--- src/rtl/dcache_pkg.sv ---
// Shared types and helpers for the dcache data-array controller.
// Contents: the controller state enum, the byte-mask width derivation and the
// word-level byte-merge function, used for read-modify-write stores.
package dcache_pkg;

  typedef enum logic [0:0] {
    ST_IDLE  = 1'b0,
    ST_MERGE = 1'b1
  } state_e;

  localparam int DCACHE_DWIDTH = 32;
  localparam int DCACHE_AWIDTH = 8;

  // One mask bit per byte lane.
  function automatic int mwidth_of(input int dwidth);
    return dwidth / 8;
  endfunction

  localparam int DCACHE_MWIDTH = mwidth_of(DCACHE_DWIDTH);

  typedef logic [DCACHE_DWIDTH-1:0] word_t;
  typedef logic [DCACHE_MWIDTH-1:0] mask_t;

  function automatic logic [7:0] merge_byte(input logic       sel,
                                            input logic [7:0] new_byte,
                                            input logic [7:0] old_byte);
    return sel ? new_byte : old_byte;
  endfunction

  // Lanes with a set mask bit take the new word, the rest keep the old word.
  function automatic word_t byte_merge(input mask_t mask,
                                       input word_t new_word,
                                       input word_t old_word);
    word_t merged;
    merged = '0;
    for (int b = 0; b < DCACHE_MWIDTH; b++) begin
      merged[b*8 +: 8] = merge_byte(mask[b], new_word[b*8 +: 8], old_word[b*8 +: 8]);
    end
    return merged;
  endfunction

endpackage

--- src/rtl/dcache_data_ctrl_if.sv ---
// Bundle of the CPU request/response, mem request/response and both RAM port
// signals of the dcache data controller.
// Modports: slave = controller view, master = environment (CPU, mem engine, RAM).
interface dcache_data_ctrl_if
  import dcache_pkg::*;
#(
  parameter int DWIDTH = DCACHE_DWIDTH,
  parameter int AWIDTH = DCACHE_AWIDTH
) ();

  localparam int MWIDTH = mwidth_of(DWIDTH);

  // CPU side
  logic              cpu_req_valid;
  logic              cpu_req_ready;
  logic [AWIDTH-1:0] cpu_addr;
  logic              cpu_we;
  logic [MWIDTH-1:0] cpu_wmask;
  logic [DWIDTH-1:0] cpu_wdata;
  logic              cpu_resp_valid;
  logic [DWIDTH-1:0] cpu_rdata;

  // refill / writeback side
  logic              mem_req_valid;
  logic              mem_req_ready;
  logic [AWIDTH-1:0] mem_addr;
  logic              mem_we;
  logic [DWIDTH-1:0] mem_wdata;
  logic              mem_rvalid;
  logic [DWIDTH-1:0] mem_rdata;

  // data RAM, both ports synchronous read with one cycle latency
  logic [AWIDTH-1:0] ram_addr0;
  logic [DWIDTH-1:0] ram_d0;
  logic              ram_we0;
  logic [DWIDTH-1:0] ram_q0;
  logic [AWIDTH-1:0] ram_addr1;
  logic [DWIDTH-1:0] ram_d1;
  logic              ram_we1;
  logic [DWIDTH-1:0] ram_q1;

  modport slave (
    input  cpu_req_valid, cpu_addr, cpu_we, cpu_wmask, cpu_wdata,
    output cpu_req_ready, cpu_resp_valid, cpu_rdata,
    input  mem_req_valid, mem_addr, mem_we, mem_wdata,
    output mem_req_ready, mem_rvalid, mem_rdata,
    output ram_addr0, ram_d0, ram_we0,
    input  ram_q0,
    output ram_addr1, ram_d1, ram_we1,
    input  ram_q1
  );

  modport master (
    output cpu_req_valid, cpu_addr, cpu_we, cpu_wmask, cpu_wdata,
    input  cpu_req_ready, cpu_resp_valid, cpu_rdata,
    output mem_req_valid, mem_addr, mem_we, mem_wdata,
    input  mem_req_ready, mem_rvalid, mem_rdata,
    input  ram_addr0, ram_d0, ram_we0,
    output ram_q0,
    input  ram_addr1, ram_d1, ram_we1,
    output ram_q1
  );

endinterface

--- src/rtl/dcache_byte_merge.sv ---
// Purpose: combinational byte-lane merge of a store word into an old word.
// Latency: 0 cycles.
// Backpressure: none (pure combinational).
// Ports: mask (per-byte select), new_word, old_word in; merged_word out.
module dcache_byte_merge
  import dcache_pkg::*;
#(
  parameter  int DWIDTH = DCACHE_DWIDTH,
  localparam int MWIDTH = mwidth_of(DWIDTH)
) (
  input  logic [MWIDTH-1:0] mask,
  input  logic [DWIDTH-1:0] new_word,
  input  logic [DWIDTH-1:0] old_word,
  output logic [DWIDTH-1:0] merged_word
);

  // The package word function is fixed to the default width; other widths
  // fall back to a per-lane build from the same byte helper.
  if (DWIDTH == DCACHE_DWIDTH) begin : g_word
    assign merged_word = byte_merge(mask, new_word, old_word);
  end else begin : g_lane
    for (genvar b = 0; b < MWIDTH; b++) begin : g_byte
      assign merged_word[b*8 +: 8] =
        merge_byte(mask[b], new_word[b*8 +: 8], old_word[b*8 +: 8]);
    end
  end

endmodule

--- src/rtl/dcache_data_ctrl.sv ---
// Purpose: sequences the 2-port dcache data RAM; RMW for partial stores, refill side wins same-word conflicts.
// Latency: load/store response and mem read data 1 cycle after accept; partial store blocks CPU for 1 extra cycle.
// Backpressure: cpu_req_ready drops in MERGE or on a same-word conflict; mem_req_ready drops only for the RMW word in MERGE; responses are never stalled.
// Ports: clk, rst (async active-high), bus (dcache_data_ctrl_if.slave: CPU req/resp, mem req/resp, RAM ports 0 and 1).
module dcache_data_ctrl
  import dcache_pkg::*;
#(
  parameter  int DWIDTH = DCACHE_DWIDTH,
  parameter  int AWIDTH = DCACHE_AWIDTH,
  localparam int MWIDTH = mwidth_of(DWIDTH)
) (
  input logic               clk,
  input logic               rst,
  dcache_data_ctrl_if.slave bus
);

  localparam logic [MWIDTH-1:0] MASK_FULL = '1;

  state_e            state_q, state_d;
  logic [AWIDTH-1:0] pend_addr_q, pend_addr_d;
  logic [MWIDTH-1:0] pend_mask_q, pend_mask_d;
  logic [DWIDTH-1:0] pend_data_q, pend_data_d;
  logic              cpu_resp_q, cpu_resp_d;   // response owed for a non-RMW request
  logic              cpu_load_q, cpu_load_d;   // that response carries port 0 read data
  logic              mem_rd_q, mem_rd_d;

  logic              hazard_idle;
  logic              merge_block;
  logic              cpu_rdy;
  logic              mem_rdy;
  logic              cpu_acc;
  logic              mem_acc;
  logic              cpu_full;
  logic              cpu_partial;
  logic [DWIDTH-1:0] merged_word;

  dcache_byte_merge #(.DWIDTH(DWIDTH)) u_merge (
    .mask        (pend_mask_q),
    .new_word    (pend_data_q),
    .old_word    (bus.ram_q0),
    .merged_word (merged_word)
  );

  // Request decode and arbitration.
  always_comb begin
    hazard_idle = bus.cpu_req_valid && bus.mem_req_valid &&
                  (bus.cpu_addr == bus.mem_addr) && (bus.cpu_we || bus.mem_we);
    // In MERGE, port 0 writes the pending word, so any mem access to it must wait.
    merge_block = (state_q == ST_MERGE) && (bus.mem_addr == pend_addr_q);
    cpu_rdy     = !rst && (state_q == ST_IDLE) && !hazard_idle;
    mem_rdy     = !rst && !merge_block;
    cpu_acc     = bus.cpu_req_valid && cpu_rdy;
    mem_acc     = bus.mem_req_valid && mem_rdy;
    cpu_full    = bus.cpu_we && (bus.cpu_wmask == MASK_FULL);
    cpu_partial = bus.cpu_we && (bus.cpu_wmask != '0) && (bus.cpu_wmask != MASK_FULL);
  end

  // State register.
  always_ff @(posedge clk or posedge rst) begin
    if (rst) begin
      state_q     <= ST_IDLE;
      pend_addr_q <= '0;
      pend_mask_q <= '0;
      pend_data_q <= '0;
      cpu_resp_q  <= 1'b0;
      cpu_load_q  <= 1'b0;
      mem_rd_q    <= 1'b0;
    end else begin
      state_q     <= state_d;
      pend_addr_q <= pend_addr_d;
      pend_mask_q <= pend_mask_d;
      pend_data_q <= pend_data_d;
      cpu_resp_q  <= cpu_resp_d;
      cpu_load_q  <= cpu_load_d;
      mem_rd_q    <= mem_rd_d;
    end
  end

  // Next-state logic.
  always_comb begin
    state_d     = state_q;
    pend_addr_d = pend_addr_q;
    pend_mask_d = pend_mask_q;
    pend_data_d = pend_data_q;
    cpu_resp_d  = 1'b0;
    cpu_load_d  = 1'b0;
    mem_rd_d    = mem_acc && !bus.mem_we;
    unique case (state_q)
      ST_IDLE: begin
        if (cpu_acc) begin
          // The RMW response comes from MERGE itself, not from cpu_resp_q.
          cpu_resp_d = !cpu_partial;
          cpu_load_d = !bus.cpu_we;
          if (cpu_partial) begin
            state_d     = ST_MERGE;
            pend_addr_d = bus.cpu_addr;
            pend_mask_d = bus.cpu_wmask;
            pend_data_d = bus.cpu_wdata;
          end
        end
      end
      ST_MERGE: state_d = ST_IDLE;
      default:  state_d = ST_IDLE;
    endcase
  end

  // Outputs; everything is forced to zero while rst is high.
  always_comb begin
    bus.cpu_req_ready  = 1'b0;
    bus.mem_req_ready  = 1'b0;
    bus.cpu_resp_valid = 1'b0;
    bus.cpu_rdata      = '0;
    bus.mem_rvalid     = 1'b0;
    bus.mem_rdata      = '0;
    bus.ram_addr0      = '0;
    bus.ram_d0         = '0;
    bus.ram_we0        = 1'b0;
    bus.ram_addr1      = '0;
    bus.ram_d1         = '0;
    bus.ram_we1        = 1'b0;
    if (!rst) begin
      bus.cpu_req_ready  = cpu_rdy;
      bus.mem_req_ready  = mem_rdy;
      bus.cpu_resp_valid = cpu_resp_q || (state_q == ST_MERGE);
      bus.cpu_rdata      = cpu_load_q ? bus.ram_q0 : '0;
      bus.mem_rvalid     = mem_rd_q;
      bus.mem_rdata      = mem_rd_q ? bus.ram_q1 : '0;

      if (mem_acc) begin
        bus.ram_addr1 = bus.mem_addr;
        bus.ram_we1   = bus.mem_we;
        bus.ram_d1    = bus.mem_we ? bus.mem_wdata : '0;
      end

      // An unused port 0 is parked on a word port 1 is not touching.
      bus.ram_addr0 = bus.ram_addr1 ^ AWIDTH'(1);
      if (state_q == ST_MERGE) begin
        bus.ram_addr0 = pend_addr_q;
        bus.ram_d0    = merged_word;
        bus.ram_we0   = 1'b1;
      end else if (cpu_acc) begin
        // Loads, partial-store reads and zero-mask stores only read.
        bus.ram_addr0 = bus.cpu_addr;
        if (cpu_full) begin
          bus.ram_d0  = bus.cpu_wdata;
          bus.ram_we0 = 1'b1;
        end
      end
    end
  end

endmodule

--- src/flat_wrapper.sv ---
// flat-port wrapper written by rule: the top's interface ports become plain ports
module dcache_data_ctrl_flat import dcache_pkg::*;
#(
  parameter  int DWIDTH = DCACHE_DWIDTH,
  parameter  int AWIDTH = DCACHE_AWIDTH,
  localparam int MWIDTH = mwidth_of(DWIDTH)
)
  (clk, rst, bus_cpu_req_valid, bus_cpu_addr, bus_cpu_we, bus_cpu_wmask, bus_cpu_wdata, bus_cpu_req_ready, bus_cpu_resp_valid, bus_cpu_rdata, bus_mem_req_valid, bus_mem_addr, bus_mem_we, bus_mem_wdata, bus_mem_req_ready, bus_mem_rvalid, bus_mem_rdata, bus_ram_addr0, bus_ram_d0, bus_ram_we0, bus_ram_q0, bus_ram_addr1, bus_ram_d1, bus_ram_we1, bus_ram_q1);
  dcache_data_ctrl_if #(.DWIDTH(DWIDTH), .AWIDTH(AWIDTH)) bus_i ();
  input logic clk;
  input logic rst;
  input wire logic [$bits(bus_i.cpu_req_valid)-1:0] bus_cpu_req_valid;
  input wire logic [$bits(bus_i.cpu_addr)-1:0] bus_cpu_addr;
  input wire logic [$bits(bus_i.cpu_we)-1:0] bus_cpu_we;
  input wire logic [$bits(bus_i.cpu_wmask)-1:0] bus_cpu_wmask;
  input wire logic [$bits(bus_i.cpu_wdata)-1:0] bus_cpu_wdata;
  output wire logic [$bits(bus_i.cpu_req_ready)-1:0] bus_cpu_req_ready;
  output wire logic [$bits(bus_i.cpu_resp_valid)-1:0] bus_cpu_resp_valid;
  output wire logic [$bits(bus_i.cpu_rdata)-1:0] bus_cpu_rdata;
  input wire logic [$bits(bus_i.mem_req_valid)-1:0] bus_mem_req_valid;
  input wire logic [$bits(bus_i.mem_addr)-1:0] bus_mem_addr;
  input wire logic [$bits(bus_i.mem_we)-1:0] bus_mem_we;
  input wire logic [$bits(bus_i.mem_wdata)-1:0] bus_mem_wdata;
  output wire logic [$bits(bus_i.mem_req_ready)-1:0] bus_mem_req_ready;
  output wire logic [$bits(bus_i.mem_rvalid)-1:0] bus_mem_rvalid;
  output wire logic [$bits(bus_i.mem_rdata)-1:0] bus_mem_rdata;
  output wire logic [$bits(bus_i.ram_addr0)-1:0] bus_ram_addr0;
  output wire logic [$bits(bus_i.ram_d0)-1:0] bus_ram_d0;
  output wire logic [$bits(bus_i.ram_we0)-1:0] bus_ram_we0;
  input wire logic [$bits(bus_i.ram_q0)-1:0] bus_ram_q0;
  output wire logic [$bits(bus_i.ram_addr1)-1:0] bus_ram_addr1;
  output wire logic [$bits(bus_i.ram_d1)-1:0] bus_ram_d1;
  output wire logic [$bits(bus_i.ram_we1)-1:0] bus_ram_we1;
  input wire logic [$bits(bus_i.ram_q1)-1:0] bus_ram_q1;
  assign bus_i.cpu_req_valid = bus_cpu_req_valid;
  assign bus_i.cpu_addr = bus_cpu_addr;
  assign bus_i.cpu_we = bus_cpu_we;
  assign bus_i.cpu_wmask = bus_cpu_wmask;
  assign bus_i.cpu_wdata = bus_cpu_wdata;
  assign bus_cpu_req_ready = bus_i.cpu_req_ready;
  assign bus_cpu_resp_valid = bus_i.cpu_resp_valid;
  assign bus_cpu_rdata = bus_i.cpu_rdata;
  assign bus_i.mem_req_valid = bus_mem_req_valid;
  assign bus_i.mem_addr = bus_mem_addr;
  assign bus_i.mem_we = bus_mem_we;
  assign bus_i.mem_wdata = bus_mem_wdata;
  assign bus_mem_req_ready = bus_i.mem_req_ready;
  assign bus_mem_rvalid = bus_i.mem_rvalid;
  assign bus_mem_rdata = bus_i.mem_rdata;
  assign bus_ram_addr0 = bus_i.ram_addr0;
  assign bus_ram_d0 = bus_i.ram_d0;
  assign bus_ram_we0 = bus_i.ram_we0;
  assign bus_i.ram_q0 = bus_ram_q0;
  assign bus_ram_addr1 = bus_i.ram_addr1;
  assign bus_ram_d1 = bus_i.ram_d1;
  assign bus_ram_we1 = bus_i.ram_we1;
  assign bus_i.ram_q1 = bus_ram_q1;
  dcache_data_ctrl #(.DWIDTH(DWIDTH), .AWIDTH(AWIDTH)) u_core (.clk(clk), .rst(rst), .bus(bus_i));
endmodule
--- config.mk ---
export PLATFORM = sky130hd
export DESIGN_NAME = dcache_data_ctrl_flat
export DESIGN_NICKNAME = d
export VERILOG_FILES = /design/src/rtl/dcache_pkg.sv /design/src/rtl/dcache_data_ctrl_if.sv /design/src/rtl/dcache_byte_merge.sv /design/src/rtl/dcache_data_ctrl.sv /design/src/flat_wrapper.sv
export SDC_FILE = /design/constraint.sdc
export NUM_CORES = 1
export LEC_CHECK = 0
export CORE_AREA = 3 3 116 118
export CTS_BUF_LIST = sky130_fd_sc_hd__clkbuf_2
export CTS_CLUSTER_DIAMETER = 80
export DETAILED_ROUTE_END_ITERATION = 6
export DIE_AREA = 0 0 119 121
export HOLD_SLACK_MARGIN = 0.02
export PLACE_DENSITY = 0.83
export SLEW_MARGIN = 30
export SYNTH_ARGS = -nofsm -noshare
export SYNTH_HDL_FRONTEND = slang
export SYNTH_SLANG_ARGS = --single-unit
--- constraint.sdc ---
create_clock -name clk -period 7.8 [get_ports clk]
set_input_delay 1.95 -clock clk [delete_from_list [all_inputs] [get_ports clk]]
set_output_delay 1.95 -clock clk [all_outputs]
set_load 0.02 [all_outputs]
-- Word-level counts from Yosys, hierarchy flattened
Index checks and enable logic that the tools add are counted.
- word-level logic and storage cells: 74
- input port bits: 154
- flip-flop bits (word level): 48
- output and inout port bits: 150
- mux-type cells: 38
- reductions and logical operators: 23
- equal/unequal tests: 4
- bitwise operators: 2
- operators with widths (kind ; count):
    $mux W32 ; 11
    $mux W8 ; 10
    $eq A8 B8 Y1 ; 2
    $mux W1 ; 16
    $logic_and A1 B1 Y1 ; 13
    $logic_not A1 Y1 ; 6
    $eq A4 B4 Y1 const B ; 1
    $ne A4 B4 Y1 const B ; 1
    $reduce_bool A4 Y1 ; 1
    $reduce_and A3 Y1 ; 1
    $logic_or A1 B1 Y1 ; 2
    $not A1 Y1 ; 2
    $pmux W1 S2 ; 1

-- Longest topological paths before layout
Gate-level depths: netlist of the first run.
- word-level depth: 11
- depth in mapped cells: 8
- mapped depth without buffers: 5

-- By module
A second synthesis of the first run with hierarchy kept.
- cells, all modules: 373
- area, all modules: 3826.2 µm²
- by module, submodules not included (module ; area each (µm²) ; cells an instance ; instances ; sequential area each (µm²)):
    dcache_data_ctrl ; 3300.7 ; 337 ; 1 ; 1201.2
    dcache_byte_merge ; 525.5 ; 36 ; 1 ; 0.0

-- Least setup slack after synthesis of the first run
No wires, ideal clock.
- path type: input-to-output
- start: input port rst
- end: output port bus_ram_addr0[1]
- buffers on the path: 2
- stages on the path: 5
- data required time: 5.850 ns
- path slack: 1.076 ns
- data arrival time: 4.774 ns
- path through: buf_6 inv_1 clkbuf_1 a31oi_1 a21oi_1
- longest elaborated chain between the ends: 8
- elaborated cells on any way between the ends: 11
- those cells by class: mux (5); reduce/logical (6)
- RTL lines (item ; line ; source):
    start: declaration ; flat_wrapper.sv:11 ; input logic rst;
    $logic_not A1 Y1 ; dcache_data_ctrl.sv:50, dcache_data_ctrl.sv:51 ;
    $logic_and A1 B1 Y1 ; dcache_data_ctrl.sv:51 ; mem_rdy = !rst && !merge_block;
    $logic_and A1 B1 Y1 ; dcache_data_ctrl.sv:53 ; mem_acc = bus.mem_req_valid && mem_rdy;
    $mux W8 ; dcache_data_ctrl.sv:129 ; if (mem_acc) begin
    $mux W8 ; dcache_data_ctrl.sv:121 ; if (!rst) begin
    $mux W8 ; dcache_data_ctrl.sv:141 ; end else if (cpu_acc) begin
    $mux W8 ; dcache_data_ctrl.sv:137 ; if (state_q == ST_MERGE) begin
    $mux W8 (*) ; dcache_data_ctrl.sv:121 ;
    end: declaration ; flat_wrapper.sv:27 ; output wire logic [$bits(bus_i.ram_addr0)-1:0] bus_ram_addr0;
Every way passes the cells marked *; elsewhere a longest branch is shown, timed or not. The select of a mux whose other input is x is not followed.

-- Final worst setup path of the first run
- start: input port bus_mem_req_valid
- end: output port bus_ram_d0[0]
- longest elaborated chain between the ends: 9
- RTL lines (item ; line ; source):
    start: declaration ; flat_wrapper.sv:20 ; input wire logic [$bits(bus_i.mem_req_valid)-1:0] bus_mem_req_valid;
    $logic_and A1 B1 Y1 (2 in series) ; dcache_data_ctrl.sv:46 ; hazard_idle = bus.cpu_req_valid && bus.mem_req_valid &&
    $logic_and A1 B1 Y1 ; dcache_data_ctrl.sv:47 ; (bus.cpu_addr == bus.mem_addr) && (bus.cpu_we || bus.mem_we);
    $logic_not A1 Y1 ; dcache_data_ctrl.sv:50 ; cpu_rdy = !rst && (state_q == ST_IDLE) && !hazard_idle;
    $logic_and A1 B1 Y1 ; dcache_data_ctrl.sv:50 ;
    $logic_and A1 B1 Y1 ; dcache_data_ctrl.sv:52 ; cpu_acc = bus.cpu_req_valid && cpu_rdy;
    $mux W32 ; dcache_data_ctrl.sv:141 ;
    $mux W32 ; dcache_data_ctrl.sv:137 ;
    $mux W32 ; dcache_data_ctrl.sv:121 ;
    end: declaration ; flat_wrapper.sv:28 ; output wire logic [$bits(bus_i.ram_d0)-1:0] bus_ram_d0;
No other way between the ends.

==> results.sh, run 1 <==
export IMPL_via_per_inst=4.79
export IMPL_critPathSlowestCell="clkdlybuf4s50_1"
export IMPL_start_util=0.306
export IMPL_synthesis_area_mm2=0.00384
export IMPL_syn_inst=369
export IMPL_maxCapViolations=0
export IMPL_synth_adder_area_share=0
export IMPL_async_reset_ff_frac=1.00
export IMPL_cts_hold_buffers=0
export IMPL_r2r_start="u_core.state_q"
export IMPL_die_w_um=119
export IMPL_ctsHtreeMaxLevel=2
export IMPL_grt_pass1_vias=4112
export IMPL_hold_path_endpoint="u_core.pend_data_q[28]"
export IMPL_synth_simple_gate_area_share=0.217
export IMPL_postCtsSetupBuffers=0
export IMPL_finClkSkew_ns=0.0131
export IMPL_critPathKind="in2out"
export IMPL_hp_start="u_core.pend_data_q[28]"
export IMPL_slowest_delay_ns=0.69
export IMPL_final_setup_viol_count=0
export IMPL_p_switching_uw=264
export IMPL_grt_pass1_wl_mm=23.2
export IMPL_synth_nets=523
export IMPL_gp_congestion=0.784
export IMPL_grt_setup_unrepaired="false"
export IMPL_p_per_area_mw_per_mm2=120
export IMPL_required_ns=5.85
export IMPL_crit_family="buffers and inverters"
export IMPL_clkLatencyLatePin_ns=0.43
export IMPL_synth_mux_area_frac=0.253
export IMPL_critPathBufInv=3
export IMPL_route_detailed_wl_per_inst_um=18.5
export IMPL_seqPwrFrac=0.426
export IMPL_hold_viol=0
export IMPL_drv_slew=0
export IMPL_total_power_uw=840
export IMPL_synth_warnings=0
export IMPL_syn_mean_instance_area_um2=10.4
export IMPL_first_iter_violations=199
export IMPL_switching_share=0.314
export IMPL_min_period_over_period=0.901
export IMPL_end_kind="primary output"
export IMPL_fp_dieArea_mm2=0.0144
export IMPL_status="finished clean"
export IMPL_hpwl_mm=12.1
export IMPL_die_h_um=121
export IMPL_cp_data_arrival_time_ns=5.08
export IMPL_path_depth=8
export IMPL_max_freq_ghz=0.142
export IMPL_p_clk_frac=0.170
export IMPL_r2r_setup_slack_ns=5.14
export IMPL_drc_errors=0
export IMPL_grt_ovfl_total=0
export IMPL_std_cell_rows=41
export IMPL_synthToLayoutAreaGrowth_pct=82.5
export IMPL_worstMarginPinSlew_ns=0.802
export IMPL_synth_flop_cell="dfrtp_1"
export IMPL_grt_max_degree=43
export IMPL_yosysSeqAreaShare=0.313
export IMPL_multi_input_area_mm2=0.00241
export IMPL_cts_resized=0
export IMPL_synthXorXnorAreaFrac=0.0365
export IMPL_cts_tree="built"
export IMPL_hold_depth=1
export IMPL_startpoint_type="primary input"
export IMPL_critPathMaxFanout=27
export IMPL_rr_endpoint="u_core.pend_data_q[5]"
export IMPL_cts_buffers=5
export IMPL_grt_usage=0.198
export IMPL_slew_headroom=0.465
export IMPL_path_cells="clkdlybuf4s50_1, o211ai_1, or4_4, o31a_2, and3_1, buf_4, o2bb2ai_1, clkdlybuf4s50_1"
export IMPL_clockBufferDepth=2
export IMPL_ys_ff_latch=48
export IMPL_tns_ns=0
export IMPL_ant_nets=0
export IMPL_reg2regPathDepth=5
export IMPL_clockRootBuffer="clkbuf_2"
export IMPL_portBuffers=303
export IMPL_ys_types=40
export IMPL_vias=3967
export IMPL_cpMostUsedCell="clkdlybuf4s50_1"
export IMPL_cts_sinks=48
export IMPL_drive_gt1_frac=0.113
export IMPL_fillers=1089
export IMPL_min_path_type="reg2reg"
export IMPL_ios=304
export IMPL_ir_drop_mv=0.0826
export IMPL_ff_latch_area_mm2=0.00120
export IMPL_synth_compound_area_frac=0.118
export IMPL_firstDrtPassIters=4
export IMPL_min_period_ns=7.03
export IMPL_power_leakage_nw=2.98
export IMPL_synth_top_family_by_area="multiplexers"
export IMPL_core_area_mm2=0.0126
export IMPL_comb_power_share=0.404
export IMPL_antenna_found_initial=0
export IMPL_synth_edf_count=0
export IMPL_finalNetCount=809
export IMPL_intPower_uw=576
export IMPL_cts_reportedPaths_clkPinSlew_ns=0.26
export IMPL_n_antenna_cell=0
export IMPL_wirelength_mm=15.3
## worst max path at each step
stage                      startpoint                to  slack [ns]
floorplan                         rst  bus_ram_addr0[1]        1.08
global placement    bus_mem_req_valid    bus_ram_d0[31]        0.88
detailed placement  bus_mem_req_valid     bus_ram_d0[0]        0.78
CTS                 bus_mem_req_valid     bus_ram_d0[0]        0.77
global route        bus_mem_req_valid     bus_ram_d0[0]        0.64
finish              bus_mem_req_valid     bus_ram_d0[0]        0.77
## logic make-up (layout without fill, tap and decap cells)
family / Yosys count / in the layout
buffers and inverters: 36 / 323
AND/OR/NAND/NOR: 138 / 138
multiplexers: 77 / 77
XOR/XNOR: 16 / 16
flip-flops: 48 / 48
AO/OA/AOI/OAI: 54 / 54
## metal layers
layer / part of all wire / vias up / global-route usage
met5: 0 / - / 0
met4: 0.0078 / 0 / 0.0282
met3: 0.069 / 11 / 0.0522
met2: 0.50 / 168 / 0.340
met1: 0.42 / 1891 / 0.256
li1: - / 1897 / -
## placed cells by master (no fill, tap or decap), types with 7 or more instances in the layout
cell / count
o221ai_1: 7
o2bb2ai_1: 32
mux2_4: 39
nand2_1: 10
buf_4: 9
dfrtp_1: 48
xor2_1: 10
mux2i_1: 33
and3_1: 31
a21oi_1: 7
clkdlybuf4s50_1: 303
and2_1: 73
## state kept, by name, summed over array words and instances (netlist names)
register            cells
u_core.pend_addr_q      8
u_core.cpu_resp_q       1
u_core.cpu_load_q       1
u_core.pend_mask_q      4
u_core.mem_rd_q         1
u_core.state_q          1
u_core.pend_data_q     32
## power by group through the flow
stage | Sequential, mW | Combinational, mW | Clock (mW)
6_report | 0.357 | 0.339 | 0.143
5_1_grt | 0.365 | 0.363 | 0.161
4_1_cts | 0.356 | 0.342 | 0.153
3_5_place_dp | 0.361 | 0.339 | 0
3_3_place_gp | 0.358 | 0.335 | 0
2_1_floorplan | 0.329 | 0.214 | 0
## per-stage QoR
stage / hold slack (ns) / util / std cells / worst slack [ns] / instance area [um^2]
final: 0.541 / 0.558 / 828 / 0.769 / 7010
after global routing: 0.556 / 0.558 / 828 / 0.645 / 7010
after CTS: 0.552 / 0.558 / 828 / 0.769 / 7010
after detailed placement: 0.496 / 0.552 / 820 / 0.780 / 6940
after global placement: 0.488 / 0.552 / 820 / 0.881 / 6940
after floorplan: 0.479 / - / 369 / 1.08 / 3840
## area by class of cell
cell class / instances / share of cell area
Clock inverter: 3 / 0.00660
Clock buffer: 5 / 0.00357
Inverter: 3 / 0.00161
Multi-Input combinational cell: 285 / 0.344
Tap cell: 172 / 0.0307
Sequential cell: 48 / 0.171
Timing Repair Buffer: 312 / 0.442
## cells in the mapped netlist (2+ instances only)
master	n	area share
buf_1	2	0.0020
nand3_1	2	0.0026
and3_1	31	0.050
nor2_1	6	0.0059
buf_6	4	0.012
dfrtp_1	48	0.31
o221ai_1	7	0.016
nor2b_1	2	0.0033
buf_12	4	0.021
inv_1	2	0.0020
xor2_1	10	0.023
buf_4	2	0.0039
a41oi_1	2	0.0046
o2bb2ai_1	32	0.073
xnor2_1	6	0.014
a21oi_1	7	0.0091
mux2_4	39	0.15
nand2_1	11	0.011
clkbuf_1	18	0.018
and3_2	3	0.0059
buf_2	3	0.0039
and2_1	73	0.12
a31oi_1	2	0.0033
mux2i_1	33	0.086
mux2_2	5	0.015
Power figures use the tool's default switching activity.
==> run 2: changes to the inputs <==
--- a/config.mk
+++ b/config.mk
@@ -5,9 +5,9 @@
 export SDC_FILE = /design/constraint.sdc
 export NUM_CORES = 1
 export LEC_CHECK = 0
+export ABC_AREA = 0
 export CORE_AREA = 3 3 116 118
 export CTS_BUF_LIST = sky130_fd_sc_hd__clkbuf_2
-export CTS_CLUSTER_DIAMETER = 80
 export DETAILED_ROUTE_END_ITERATION = 6
 export DIE_AREA = 0 0 119 121
 export HOLD_SLACK_MARGIN = 0.02
==> results of run 2 <==
Final layout, timing and power as in run 1 (identical DEF).
